$ cat src/rtl/io_stream_read_array_burst_if.sv
// Handshake bundle for io_stream_read_array_burst: command, input stream, array write port, result.
// The block itself uses the slave view; the surrounding producer/array/consumer use the master view.
interface io_stream_read_array_burst_if #(
  parameter int INT_N  = 8,
  parameter int ADDR_N = 8
);
  logic              in_valid;
  logic              in_ready;
  logic [ADDR_N-1:0] base;
  logic [ADDR_N:0]   len;
  logic [INT_N-1:0]  sIn;
  logic              sIn_valid;
  logic              sIn_ready;
  logic [ADDR_N-1:0] arr_addr;
  logic              arr_we;
  logic [INT_N-1:0]  arr_di;
  logic              arr_valid;
  logic              arr_ready;
  logic              out_valid;
  logic              out_ready;
  logic [ADDR_N:0]   out_count;

  modport slave (
    input  in_valid, base, len, sIn, sIn_valid, arr_ready, out_ready,
    output in_ready, sIn_ready, arr_addr, arr_we, arr_di, arr_valid, out_valid, out_count
  );

  modport master (
    output in_valid, base, len, sIn, sIn_valid, arr_ready, out_ready,
    input  in_ready, sIn_ready, arr_addr, arr_we, arr_di, arr_valid, out_valid, out_count
  );
endinterface

$ cat src/rtl/io_stream_read_array_burst.sv
// Drains len words from a stream into consecutive array addresses starting at base, then reports count.
// Optional terminator handling is enabled by defining IO_STREAM_READ_ARRAY_TERM_EN.
module io_stream_read_array_burst #(
  parameter int               INT_N  = 8,
  parameter int               ADDR_N = 8,
  parameter logic [INT_N-1:0] TERM   = '0
) (
  input logic                     clk,
  input logic                     nrst,
  io_stream_read_array_burst_if.slave bus
);

  typedef enum logic [1:0] {
    IDLE = 2'd0,
    RUN  = 2'd1,
    DONE = 2'd2
  } state_t;

  state_t            state;
  state_t            state_nxt;

  logic [ADDR_N:0]   remaining;
  logic [ADDR_N-1:0] ptr;
  logic [ADDR_N:0]   count;

  logic              vld_p1;
  logic [ADDR_N-1:0] arr_addr_p1;
  logic [INT_N-1:0]  arr_di_p1;

  logic              slot_free;
  logic              cmd_fire;
  logic              sin_fire;
  logic              is_term;
  logic              out_fire;

  function automatic logic is_terminator(input logic [INT_N-1:0] w);
`ifdef IO_STREAM_READ_ARRAY_TERM_EN
    return (w == TERM);
`else
    return 1'b0 && (w == TERM);
`endif
  endfunction

  // Outputs are gated by nrst so nothing handshakes during a reset cycle.
  always_comb begin
    bus.arr_valid = nrst && vld_p1;
    bus.arr_we    = bus.arr_valid;
    bus.arr_addr  = arr_addr_p1;
    bus.arr_di    = arr_di_p1;
    bus.out_valid = nrst && (state == DONE);
    bus.out_count = count;
  end

  always_comb begin
    slot_free     = !bus.arr_valid || bus.arr_ready;
    bus.in_ready  = nrst && (state == IDLE);
    bus.sIn_ready = nrst && (state == RUN) && (remaining != '0) && slot_free;
    cmd_fire      = bus.in_valid && bus.in_ready;
    sin_fire      = bus.sIn_valid && bus.sIn_ready;
    is_term       = is_terminator(bus.sIn);
    out_fire      = bus.out_valid && bus.out_ready;
  end

  always_comb begin
    state_nxt = state;
    case (state)
      IDLE: if (cmd_fire) state_nxt = RUN;
      RUN:  if ((remaining == '0) && slot_free) state_nxt = DONE;
      DONE: if (out_fire) state_nxt = IDLE;
      default: state_nxt = IDLE;
    endcase
  end

  always_ff @(posedge clk) begin
    if (!nrst) state <= IDLE;
    else       state <= state_nxt;
  end

  // p0 -> p1: accepted stream word becomes the pending array request.
  always_ff @(posedge clk) begin
    if (!nrst) begin
      remaining   <= '0;
      ptr         <= '0;
      count       <= '0;
      vld_p1      <= 1'b0;
      arr_addr_p1 <= '0;
      arr_di_p1   <= '0;
    end else begin
      if (cmd_fire) begin
        ptr       <= bus.base;
        remaining <= bus.len;
        count     <= '0;
      end
      if (sin_fire) begin
        if (is_term) begin
          remaining <= '0;
        end else begin
          arr_addr_p1 <= ptr;
          arr_di_p1   <= bus.sIn;
          ptr         <= ptr + ADDR_N'(1);
          remaining   <= remaining - (ADDR_N+1)'(1);
          count       <= count + (ADDR_N+1)'(1);
        end
      end
      if (sin_fire && !is_term) vld_p1 <= 1'b1;
      else if (bus.arr_ready)   vld_p1 <= 1'b0;
    end
  end

endmodule

$ cat src/flat_wrapper.sv
// flat-port wrapper written by rule: the top's interface ports become plain ports
module io_stream_read_array_burst_flat 
#(
  parameter int               INT_N  = 8,
  parameter int               ADDR_N = 8,
  parameter logic [INT_N-1:0] TERM   = '0
)
  (clk, nrst, bus_in_valid, bus_base, bus_len, bus_sIn, bus_sIn_valid, bus_arr_ready, bus_out_ready, bus_in_ready, bus_sIn_ready, bus_arr_addr, bus_arr_we, bus_arr_di, bus_arr_valid, bus_out_valid, bus_out_count);
  io_stream_read_array_burst_if #(.INT_N(INT_N), .ADDR_N(ADDR_N)) bus_i ();
  input logic clk;
  input logic nrst;
  input wire logic [$bits(bus_i.in_valid)-1:0] bus_in_valid;
  input wire logic [$bits(bus_i.base)-1:0] bus_base;
  input wire logic [$bits(bus_i.len)-1:0] bus_len;
  input wire logic [$bits(bus_i.sIn)-1:0] bus_sIn;
  input wire logic [$bits(bus_i.sIn_valid)-1:0] bus_sIn_valid;
  input wire logic [$bits(bus_i.arr_ready)-1:0] bus_arr_ready;
  input wire logic [$bits(bus_i.out_ready)-1:0] bus_out_ready;
  output wire logic [$bits(bus_i.in_ready)-1:0] bus_in_ready;
  output wire logic [$bits(bus_i.sIn_ready)-1:0] bus_sIn_ready;
  output wire logic [$bits(bus_i.arr_addr)-1:0] bus_arr_addr;
  output wire logic [$bits(bus_i.arr_we)-1:0] bus_arr_we;
  output wire logic [$bits(bus_i.arr_di)-1:0] bus_arr_di;
  output wire logic [$bits(bus_i.arr_valid)-1:0] bus_arr_valid;
  output wire logic [$bits(bus_i.out_valid)-1:0] bus_out_valid;
  output wire logic [$bits(bus_i.out_count)-1:0] bus_out_count;
  assign bus_i.in_valid = bus_in_valid;
  assign bus_i.base = bus_base;
  assign bus_i.len = bus_len;
  assign bus_i.sIn = bus_sIn;
  assign bus_i.sIn_valid = bus_sIn_valid;
  assign bus_i.arr_ready = bus_arr_ready;
  assign bus_i.out_ready = bus_out_ready;
  assign bus_in_ready = bus_i.in_ready;
  assign bus_sIn_ready = bus_i.sIn_ready;
  assign bus_arr_addr = bus_i.arr_addr;
  assign bus_arr_we = bus_i.arr_we;
  assign bus_arr_di = bus_i.arr_di;
  assign bus_arr_valid = bus_i.arr_valid;
  assign bus_out_valid = bus_i.out_valid;
  assign bus_out_count = bus_i.out_count;
  io_stream_read_array_burst #(.INT_N(INT_N), .ADDR_N(ADDR_N), .TERM(TERM)) u_core (.clk(clk), .nrst(nrst), .bus(bus_i));
endmodule
$ cat config.mk
export PLATFORM = sky130hd
export DESIGN_NAME = io_stream_read_array_burst_flat
export DESIGN_NICKNAME = d
export VERILOG_FILES = /design/src/rtl/io_stream_read_array_burst_if.sv /design/src/rtl/io_stream_read_array_burst.sv /design/src/flat_wrapper.sv
export SDC_FILE = /design/constraint.sdc
export NUM_CORES = 1
export LEC_CHECK = 0
export CORE_UTILIZATION = 35
export CTS_CLUSTER_DIAMETER = 80
export DETAILED_ROUTE_END_ITERATION = 16
export PLACE_DENSITY = 0.58
export SYNTH_ARGS = -nofsm -noshare
export SYNTH_HDL_FRONTEND = slang
export SYNTH_SLANG_ARGS = --single-unit
$ cat constraint.sdc
create_clock -name clk -period 2.5 [get_ports clk]
set_input_delay 0.75 -clock clk [delete_from_list [all_inputs] [get_ports clk]]
set_output_delay 0.75 -clock clk [all_outputs]
set_load 0.02 [all_outputs]
==> results of run 1 <==
==> sequential cells by signal (all words and copies together) (netlist names) <==
name,flops
u_core.vld_p1,1
u_core.state,2
u_core.ptr,8
u_core.remaining,9
u_core.bus.arr_addr,8
u_core.bus.arr_di,8
u_core.bus.out_count,9
==> routing by layer <==
layer	vias up	part of all wire	GRT usage	wire (microns)
li1	1112	-	-	-
met1	1019	0.47	0.230	2600
met2	39	0.48	0.321	2640
met3	4	0.038	0.0477	210
met4	0	0.0087	0.0429	48
met5	-	0	0	0
==> worst max-delay path: cells and delay by family (launching register included) <==
| family | cells | cell delay (ns) |
|---|---|---|
| DFF | 1 | 0.33 |
| adders and majority gates | 1 | 0.13 |
| and+or+nand+nor | 1 | 0.47 |
| buffers and inverters | 2 | 0.20 |
| AOI/OAI and AO/OA | 1 | 0.30 |
==> repair_timing <==
action / CTS / global route
gates resized for setup: 23 / 9
hold buffers: 0 / 0
pin swaps: 1 / 2
setup buffers: 0 / 1
setup endpoints to repair: 5 / 1
hold endpoints to repair: 0 / 0
==> Yosys cell counts (all sizes together), types with 4 or more instances <==
| cell type | number | area share |
|---|---|---|
| a21oi | 27 | 0.063 |
| inv | 8 | 0.014 |
| nor3 | 5 | 0.012 |
| o21ai | 5 | 0.012 |
| and3 | 5 | 0.015 |
| o211ai | 4 | 0.014 |
| buf | 10 | 0.037 |
| clkbuf | 10 | 0.017 |
| nand2 | 53 | 0.092 |
| a311oi | 4 | 0.016 |
| or3 | 7 | 0.020 |
| a31oi | 7 | 0.020 |
| nand2b | 5 | 0.015 |
| mux2i | 6 | 0.028 |
| nand3 | 16 | 0.037 |
| nor2 | 6 | 0.010 |
| dfxtp | 45 | 0.42 |
==> logic make-up after synthesis <==
logic type	after synthesis	share of synthesized area
buffers and inverters	28	0.0686
DFF	45	0.419
and+or+nand+nor	109	0.245
muxes	7	0.0331
adders and majority gates	3	0.0174
AOI/OAI and AO/OA	69	0.217
==> through the flow <==
step	setup slack, ns	hold WS (ns)	TNS, ns	util	power, mW
after global routing	-0.0280	0.474	-0.0280	0.528	1.76
after global placement	-0.476	0.442	-2.32	0.510	1.21
after CTS	-0.0215	0.460	-0.0215	0.522	1.67
after detailed placement	-0.483	0.446	-2.31	0.510	1.21
after floorplan	0.128	0.442	0	-	1.02
final	0.0204	0.456	0	0.528	1.66
==> power by group <==
group          internal (mW)  switching, mW
Sequential             0.757         0.0342
Combinational          0.216          0.198
Clock                  0.198          0.258
==> final timing paths <==
check | from | to | cells past startpoint
max reg2reg | u_core.remaining[1] | u_core.ptr[2] | 8
min | u_core.bus.arr_addr[1] | u_core.bus.arr_addr[1] | 2
max | u_core.remaining[1] | bus_sIn_ready | 5
min reg2reg | u_core.bus.arr_addr[1] | u_core.bus.arr_addr[1] | 2
==> layout make-up <==
class,count,share of cell area
Clock buffer,5,0.0220
Sequential cell,45,0.289
Clock inverter,3,0.00721
Tap cell,75,0.0300
Timing Repair Buffer,96,0.276
Inverter,8,0.00961
Multi-Input combinational cell,188,0.366
==> flow_metrics.py, run 1 <==
metrics = {
    "cells_and_area": {
        "instances_no_fill": 420,
        "nFillCells": 586,
        "n_antenna_cell": 0,
        "final_area_sq_um": 3130,
        "area_growth_pct": 45.2,
        "fin_nets": 378,
        "final_common_cell": "clkdlybuf4s50_1",
        "multi_input_area_sq_um": 1140,
        "ff_latch_area_sq_um": 903,
        "drive_gt1_frac": 0.171,
        "final_cell_mix": "clkdlybuf4s50_1 (54), nand2_1 (53), dfxtp_1 (43)",
    },
    "run": {
        "maxCapViolCount": 0,
    },
    "min_path": {
        "min_path_type": "reg2reg",
    },
    "sta": {
        "tightestPinTransition_ns": 0.427,
        "hold_viol": 0,
        "rsz0062_at_grt": "yes",
        "max_freq_mhz": 403,
        "period_share": 0.992,
        "skew_ns": 0.00718,
        "period_minus_slack_ns": 2.48,
        "finalSetupViolations": 0,
        "slew_headroom": 0.713,
        "report.final.slew_viol_count": 0,
    },
    "clock_network": {
        "cts_buffer_depth": 2,
        "clk_pin_slew_ns": 0.09,
        "cts_tree": "done",
        "cts_max_level": 2,
        "clkLatencyLatePin_ns": 0.30,
        "clock_sinks": 45,
        "numCtsBuffers": 5,
        "cts_root_buf": "clkbuf_8",
    },
    "placed_design": {
        "routabilityCongestion": 0.799,
        "io_buffer_count": 60,
        "placedCellCount": 411,
        "dp_hpwl_microns": 3870,
        "placed_area_sq_um": 3020,
    },
    "setup_path": {
        "crit_fanout": 2,
        "r2r_slack_ns": 0.25,
        "start_kind": "flip-flop",
        "crit_arrival_ns": 1.73,
        "slowest_stage": "or4b_4",
        "max_stage_delay_ns": 0.47,
        "crit_type": "reg2out",
        "path_cells": "inv_2, ha_4, or4b_4, o221a_4, buf_6",
        "critPathRequiredTime_ns": 1.75,
        "setup.worst_path.end_class": "primary output",
    },
    "detailed_routing": {
        "drtPass1Iterations": 4,
        "first_iter_violations": 84,
        "wirelength_microns": 5500,
        "ant_nets": 0,
        "routed_via_density": 5.18,
        "drcViolationCount": 0,
        "post_drt_wl_per_cell_microns": 13.1,
        "vias": 2174,
    },
    "power": {
        "p_leak_nw": 1.16,
        "p_per_area_nw_per_um2": 532,
        "vdd.ir_drop.worst_mv": 0.274,
    },
    "global_route": {
        "first_global_vias": 2048,
        "track_usage": 0.186,
        "grt_max_degree": 37,
        "grt.overflow.total": 0,
        "grt_antenna_before_repair": 0,
        "grt_pass1_wl_microns": 9320,
    },
    "yosys": {
        "syn_area_sq_um": 2150,
        "async_flop_share": 0,
        "synth_flop_cell": "dfxtp_1",
        "yosysWarnings": 0,
        "synth_cell_types": 46,
        "ys_seq_area_frac": 0.419,
        "synth_edf_count": 0,
        "synthCells": 261,
        "synth_seq_cells": 45,
        "synth_fp_nets": 295,
        "avgSynthCellArea_sq_um": 8.25,
    },
    "floorplan": {
        "row_count": 28,
        "fp.dieH_microns": 80.4,
        "start_util": 0.363,
        "io_pins": 61,
        "die_x_microns": 80.4,
        "dieArea_sq_um": 6470,
        "core_sq_um": 5920,
    },
    "outcome": {
        "outcome": "complete, no violations",
    },
}
Note: power is estimated with default switching activity, not from simulation.
==> inputs of run 2 (changes only) <==
--- a/config.mk
+++ b/config.mk
@@ -5,10 +5,12 @@
 export SDC_FILE = /design/constraint.sdc
 export NUM_CORES = 1
 export LEC_CHECK = 0
+export CORE_ASPECT_RATIO = 1.4
 export CORE_UTILIZATION = 35
 export CTS_CLUSTER_DIAMETER = 80
 export DETAILED_ROUTE_END_ITERATION = 16
 export PLACE_DENSITY = 0.58
+export SKIP_CTS_REPAIR_TIMING = 1
 export SYNTH_ARGS = -nofsm -noshare
 export SYNTH_HDL_FRONTEND = slang
 export SYNTH_SLANG_ARGS = --single-unit
==> run 2 against run 1 <==
Critical endpoint unchanged. Largest power group unchanged. Combinational power is essentially flat. Critical path depth decreased by 1. Largest cell class unchanged. Flip-flop and latch count stayed put. Clock skew is 0.0023 ns higher. Power up 4.7%.
==> flow_metrics.py, run 2 (synthesis results as in run 1) <==
metrics = {
    "setup_path": {
        "slowest_stage": "clkdlybuf4s50_1",
        "crit_fanout": 2,
        "reg2reg_from": "u_core.remaining[0]",
        "crit_family": "buffers and inverters",
        "critPathRequiredTime_ns": 1.75,
        "setup.worst_path.end_class": "primary output",
        "startpoint": "bus_arr_ready",
        "critical_path_buf_inv_count": 2,
        "crit_type": "in2out",
        "crit_arrival_ns": 1.72,
        "path_cells": "clkdlybuf4s50_1, nand2b_4, o221a_4, buf_6",
        "max_stage_delay_ns": 0.44,
        "start_kind": "primary input",
    },
    "cells_and_area": {
        "final_common_cell": "clkdlybuf4s50_1",
        "area_growth_pct": 46.4,
        "n_antenna_cell": 0,
        "nFillCells": 579,
        "final_cell_mix": "clkdlybuf4s50_1 (54), nand2_1 (53), dfxtp_1 (43)",
        "fin_nets": 376,
        "drive_gt1_frac": 0.158,
        "instances_no_fill": 412,
        "fin_util": 0.534,
    },
    "detailed_routing": {
        "drcViolationCount": 0,
        "vias": 2131,
        "ant_nets": 0,
        "first_iter_violations": 51,
        "post_drt_wl_per_cell_microns": 13.3,
        "wirelength_microns": 5480,
        "routed_via_density": 5.17,
        "drtPass1Iterations": 4,
    },
    "min_path": {
        "min_path_type": "reg2reg",
        "min_from": "u_core.bus.arr_di[2]",
    },
    "clock_network": {
        "clk_pin_slew_ns": 0.08,
        "clock_sinks": 45,
        "cts_root_buf": "clkbuf_8",
        "cts_tree": "done",
        "clkLatencyLatePin_ns": 0.30,
        "cts_max_level": 2,
        "cts_buffer_depth": 2,
        "numCtsBuffers": 5,
    },
    "sta": {
        "finalSetupViolations": 0,
        "report.final.slew_viol_count": 0,
        "slew_headroom": 0.664,
        "period_share": 0.987,
        "period_minus_slack_ns": 2.47,
        "hold_viol": 0,
        "skew_ns": 0.00952,
        "rsz0062_at_grt": "yes",
        "tightestPinTransition_ns": 0.500,
        "max_freq_mhz": 405,
    },
    "global_route": {
        "grt_antenna_before_repair": 0,
        "grt_max_degree": 26,
        "grt.overflow.total": 0,
        "grt_pass1_wl_microns": 9180,
        "track_usage": 0.188,
        "first_global_vias": 2072,
    },
    "floorplan": {
        "io_pins": 61,
        "dieArea_sq_um": 6470,
        "start_util": 0.364,
        "row_count": 33,
        "die_x_microns": 68.3,
        "fp.dieH_microns": 94.8,
        "core_sq_um": 5900,
    },
    "placed_design": {
        "placedCellCount": 405,
        "dp_hpwl_microns": 4000,
        "routabilityCongestion": 0.817,
        "io_buffer_count": 60,
    },
    "outcome": {
        "outcome": "complete, no violations",
    },
    "power": {
        "p_leak_nw": 1.22,
        "p_per_area_nw_per_um2": 552,
        "vdd.ir_drop.worst_mv": 0.313,
    },
    "run": {
        "maxCapViolCount": 0,
    },
}
run 2: changes by cell type in the layout (fill, tap and decap cells not counted):
cell            delta
dlymetal6s2s_1     +4
clkinv_4           -2
bufinv_16          +1
buf_4              -2
dlygate4sd2_1      -1
nand2b_4           +1
nand2b_1           -1
buf_2              -3
run 2: report_power, final:
group / switching (mW) / internal, mW / total, mW
registers: 0.0346 / 0.757 / 0.792
clock network: 0.246 / 0.291 / 0.537
logic: 0.197 / 0.214 / 0.411
run 2: through the flow:
stage | hold WS (ns) | cell area, sq um | setup slack, ns | TNS, ns | total power, mW
2_1_floorplan | 0.442 | 2150 | 0.128 | 0 | 1.02
3_3_place_gp | 0.441 | 3010 | -0.464 | -2.03 | 1.20
3_5_place_dp | 0.448 | 3010 | -0.463 | -2.24 | 1.21
4_1_cts | 0.460 | 3110 | -0.476 | -2.00 | 1.75
5_1_grt | 0.478 | 3150 | -0.0184 | -0.0184 | 1.85
6_report | 0.455 | 3150 | 0.0335 | 0 | 1.74
run 2: area by class of cell:
cell class / instances / area [sq um] / share of cell area
sequential: 45 / 903 / 0.287
multi-input combinational: 188 / 1150 / 0.365
inverter: 8 / 30.0 / 0.00953
timing repair buffer: 94 / 875 / 0.278
clock inverter: 2 / 35.0 / 0.0111
clock buffer: 5 / 68.8 / 0.0218
tap: 70 / 87.6 / 0.0278
run 2: path summary, 6_finish.rpt:
path         slack, ns  cells after the start                   end
min               0.45                      2  u_core.bus.arr_di[2]
max reg2reg       0.23                      8         u_core.ptr[2]
min reg2reg       0.45                      2  u_core.bus.arr_di[2]
max               0.03                      4         bus_sIn_ready
run 2: worst min-delay path, delay by kind of cell (launching register included):
kind | cells | cell delay [ns]
simple gates | 1 | 0.05
flops | 1 | 0.31
compound gates | 1 | 0.05
run 2: metal layers:
metal | part of all wire | routed length [microns] | GRT usage
met1 | 0.44 | 2390 | 0.215
met2 | 0.51 | 2810 | 0.330
met5 | 0 | 0 | 0
met3 | 0.033 | 183 | 0.0326
met4 | 0.017 | 91 | 0.0799
==> variant 1, RTL diff (config.mk and constraints of run 2) <==
Add a define of `IO_STREAM_READ_ARRAY_TERM_EN`.
--- a/src/rtl/io_stream_read_array_burst.sv
+++ b/src/rtl/io_stream_read_array_burst.sv
@@ -1,5 +1,7 @@
 // Drains len words from a stream into consecutive array addresses starting at base, then reports count.
 // Optional terminator handling is enabled by defining IO_STREAM_READ_ARRAY_TERM_EN.
+`define IO_STREAM_READ_ARRAY_TERM_EN
+
 module io_stream_read_array_burst #(
   parameter int               INT_N  = 8,
   parameter int               ADDR_N = 8,
Function: changed (a bounded check fails within 4 cycles, from zero or initial values and one cycle with nrst low).
==> variant 1 against run 2 <==
Worst hold slack about the same. Fmax increased by 0.45%. Routed wire length up 7.1%. Clock skew decreased by 0.0019 ns. Sequential cell count is the same. Setup slack improved by 0.011 ns. Area after synthesis rose by 1.9%. Cell area rose by 2.3%. Clock power down 17%. Sequential share of layout area shrank 0.72 points. Power is essentially flat. Combinational power grew 21%. Critical endpoint unchanged.
==> variant 1: results (changes against run 2) <==
[final_layout]
nets=391  ; +4.0%
clock_buffer_count=6  ; +1
final_cells=428  ; +3.9%
n_all_inverters=6  ; -2
multi_input_cells=203  ; +8.0%
area_growth_syn_to_layout_pct=47.0
multi_input_area_sq_um=1240  ; +7.6%
layout.area.seq_sq_um=901  ; -0.28%
drive_above_1_share_pct=17.6  ; +1.8 points
clock_tree_area_fraction_pct=2.56  ; -0.73 points
nNonClkBuffers=96  ; +2.1%
fill_cells=597  ; +3.1%

[global_route]
grt_pass1_wl_um=9740  ; +6.1%
grt.total_usage_pct=19.4  ; +0.64 points
first_global_vias=2052  ; -0.97%

[outcome]
status=complete, no violations

[timing]
slew_headroom_pct=66.4  ; about the same
max_freq_mhz=407  ; +0.45%
finClkSkew_ns=0.00761  ; -0.00191 ns
worst_hold_slack_ns=0.455  ; +0.000188 ns

[placed_design]
place.gp.congestion=0.754  ; -7.7%
place_area_sq_um=3110  ; +3.5%
post-place-cells=420  ; +3.7%
hpwlAfterDp_um=4310  ; +7.7%

[synth]
synthDistinctLibCells=51  ; +11%
synth.area.top_cells=dfxtp_1 (41%), nand2_1 (9.8%), a21oi_1 (5.5%)
netlist_top_cells_count=nand2_1 (57), dfxtp_1 (45), a21oi_1 (24), nand3_1 (11), nor2_1 (11)
syn_nets=303  ; +2.7%
syn_area_per_cell_sq_um=8.15  ; -1.2%

[power_and_ir_drop]
ir_worst_vdd_uv=272  ; -13%

[detailed_routing]
wl_per_cell_um=13.7  ; +3.1%
dr.first_iter.drc_count=106  ; +110%
via_count=2229  ; +4.6%

[critical_path]
r2r.worst_path.cells=9  ; +1
rr_endpoint=u_core.ptr[6]$_SDFF_PN0_

[worst_hold_path]
min_from=u_core.bus.arr_addr[1]$_SDFFE_PN0P_

[clock_network]
clk_latency_ns=0.30  ; about the same

variant 1: cell count changes after synthesis, sizes merged, moves of 5 or more:
cell,before,now
o21ai,5,12
nor2,6,11
and2,2,8
o22ai,0,5
nor4,1,8
variant 1: critical path, cell delays in order:
cell             delay [ns]
clkdlybuf4s50_1        0.48
nand2b_4               0.13
nand3_2                0.08
nor2_2                 0.12
buf_4                  0.14
variant 1: layer usage:
layer / global-route usage, % / part of all wire, %
met1: 24.4 / 44
met2: 33.1 / 51
met3: 3.11 / 3.3
met4: 5.78 / 1.6
met5: 0 / 0
variant 1: logic make-up after synthesis:
group	after synthesis	share of synthesized area, %
fa+ha+maj	3	1.71
mux	8	3.94
buf+inv	21	4.17
compound gates	65	19.4
simple gates	121	27.3
xor+xnor	6	2.40
flops	45	41.1
variant 1: power by group:
group | leakage (nW) | internal (W) | switching [W]
Sequential | 0.365 | 0.000756 | 0.0000397
Combinational | 0.880 | 0.000264 | 0.000235
Clock | 0.0450 | 0.000194 | 0.000252
Total | 1.29 | 0.00121 | 0.000527
==> variant 2, RTL diff (flow settings as in run 2) <==
Without the edit above. Encoding of `state_t`: now one-hot (3 bits for 3 states).
--- a/src/rtl/io_stream_read_array_burst.sv
+++ b/src/rtl/io_stream_read_array_burst.sv
@@ -10,10 +10,10 @@
   io_stream_read_array_burst_if.slave bus
 );
 
-  typedef enum logic [1:0] {
-    IDLE = 2'd0,
-    RUN  = 2'd1,
-    DONE = 2'd2
+  typedef enum logic [2:0] {
+    IDLE = 3'b001,
+    RUN  = 3'b010,
+    DONE = 3'b100
   } state_t;
 
   state_t            state;
Check against the original RTL: same outputs for any inputs over 10 cycles, from zero or initial values and one cycle with nrst low; not proved beyond that.
==> variant 2 against run 2 <==
The run now ends with negative setup slack left. Power shrank 13%. Count of clock-buffer cells in the layout increased by 2. Sequential share of layout area rose by 0.64 points. Routed wire length is 4.9% higher. Cell area did not move. Synthesized cell count rose by 1.9%. Sequential cell count up 1. Core utilization did not move. Setup slack got worse by 0.047 ns. Area after synthesis grew 0.35%. Clock skew is 0.0039 ns lower. Global-route usage up 0.92 points. Critical endpoint unchanged. Largest cell class unchanged. Highest routed layer unchanged.
==> variant 2: results (changes against run 2) <==
[global_route]
first_global_vias=2194  ; +5.9%
grt_max_degree=32  ; +23%
grt.total_usage_pct=19.7  ; +0.92 points

[synth]
ys_seq_area_share_pct=42.6  ; +0.78 points
synthDistinctLibCells=50  ; +8.7%
synth.area.top_cells=dfxtp_1 (43%), nand2_1 (9.0%), a21oi_1 (7.4%)
netlist_top_cells_count=nand2_1 (52), dfxtp_1 (46), a21oi_1 (32), o21ai_0 (11), nand3_1 (10)

[final_layout]
nNonClkBuffers=95  ; +1.1%
n_all_inverters=7  ; -1
multi_input_cells=197  ; +4.8%
multi_input_area_sq_um=1140  ; -0.65%
fill_cells=584  ; +0.86%
sh_seq_area_pct=29.3  ; +0.64 points
clock_tree_area_fraction_pct=2.90  ; -0.40 points
nets=386  ; +2.7%
clock_buffer_count=7  ; +2
buffer_area_share_pct=27.9  ; +0.12 points
drive_above_1_share_pct=17.0  ; +1.2 points

[detailed_routing]
vias_per_cell=5.19  ; +0.28%
dr.first_iter.drc_count=90  ; +76%

[timing]
finClkSkew_ns=0.00564  ; -0.00387 ns
tightestPinTransition_ns=0.353  ; -0.147 ns
setup_violations=1  ; +1
fin_ws_ns=-0.0131  ; -0.0466 ns

[critical_path]
slowest_stage=or3b_4
arrival_ns=1.76  ; +0.04 ns
cp_top_family=simple AND/OR/NAND/NOR gates

[outcome]
status=finished, violations left
violations=negative setup slack

[power_and_ir_drop]
ir_worst_vdd_uv=278  ; -11%

[placed_design]
place.gp.congestion=0.759  ; -7.1%
hpwlAfterDp_um=4160  ; +3.9%

[clock_network]
cts.sinks=46  ; +2.2%

-- variant 2: where the power goes --
group          switching (W)  internal, W
Combinational       0.000122     0.000143
Clock               0.000246     0.000223
Sequential         0.0000224     0.000754
Total               0.000390      0.00112
-- variant 2: final timing paths --
check                                 startpoint                             endpoint  slack, ns  depth (start not counted)
max reg2reg     u_core.remaining[1]$_SDFFE_PN0P_           u_core.ptr[2]$_SDFFE_PN0P_       0.11                          9
min          u_core.bus.arr_addr[7]$_SDFFE_PN0P_  u_core.bus.arr_addr[7]$_SDFFE_PN0P_       0.46                          2
min reg2reg  u_core.bus.arr_addr[7]$_SDFFE_PN0P_  u_core.bus.arr_addr[7]$_SDFFE_PN0P_       0.46                          2
max             u_core.remaining[1]$_SDFFE_PN0P_                        bus_sIn_ready      -0.01                          6
-- variant 2: logic make-up after synthesis --
group	synth area share, %
AND/OR/NAND/NOR	27.6
AO/OA/AOI/OAI	22.0
flip-flops	42.6
buffers and inverters	5.21
adder cells (fa/ha/maj)	1.74
XOR/XNOR	0.811
-- variant 2: metrics by stage --
step                worst slack (ns)  instances  instance area (sq um)
floorplan                      0.112        266                   2160
global placement              -0.551        412                   3010
detailed placement            -0.575        412                   3010
CTS                           -0.588        420                   3110
global route                  -0.101        423                   3150
finish                       -0.0131        423                   3150
-- variant 2: tightest hold or removal path: stages (launching register included) --
cell and delay (ns):
dfxtp_1 0.31, nand2_1 0.05, a21oi_1 0.05
-- variant 2: metal layers --
| metal | share of wire [%] | vias up | wire (um) | track usage, % |
|---|---|---|---|---|
| met2 | 50 | 63 | 2900 | 34.2 |
| met1 | 42 | 994 | 2430 | 22.4 |
| li1 | - | 1126 | - | - |
| met5 | 0 | - | 0 | 0 |
| met4 | 1.8 | 0 | 104 | 8.85 |
| met3 | 5.5 | 11 | 315 | 3.99 |
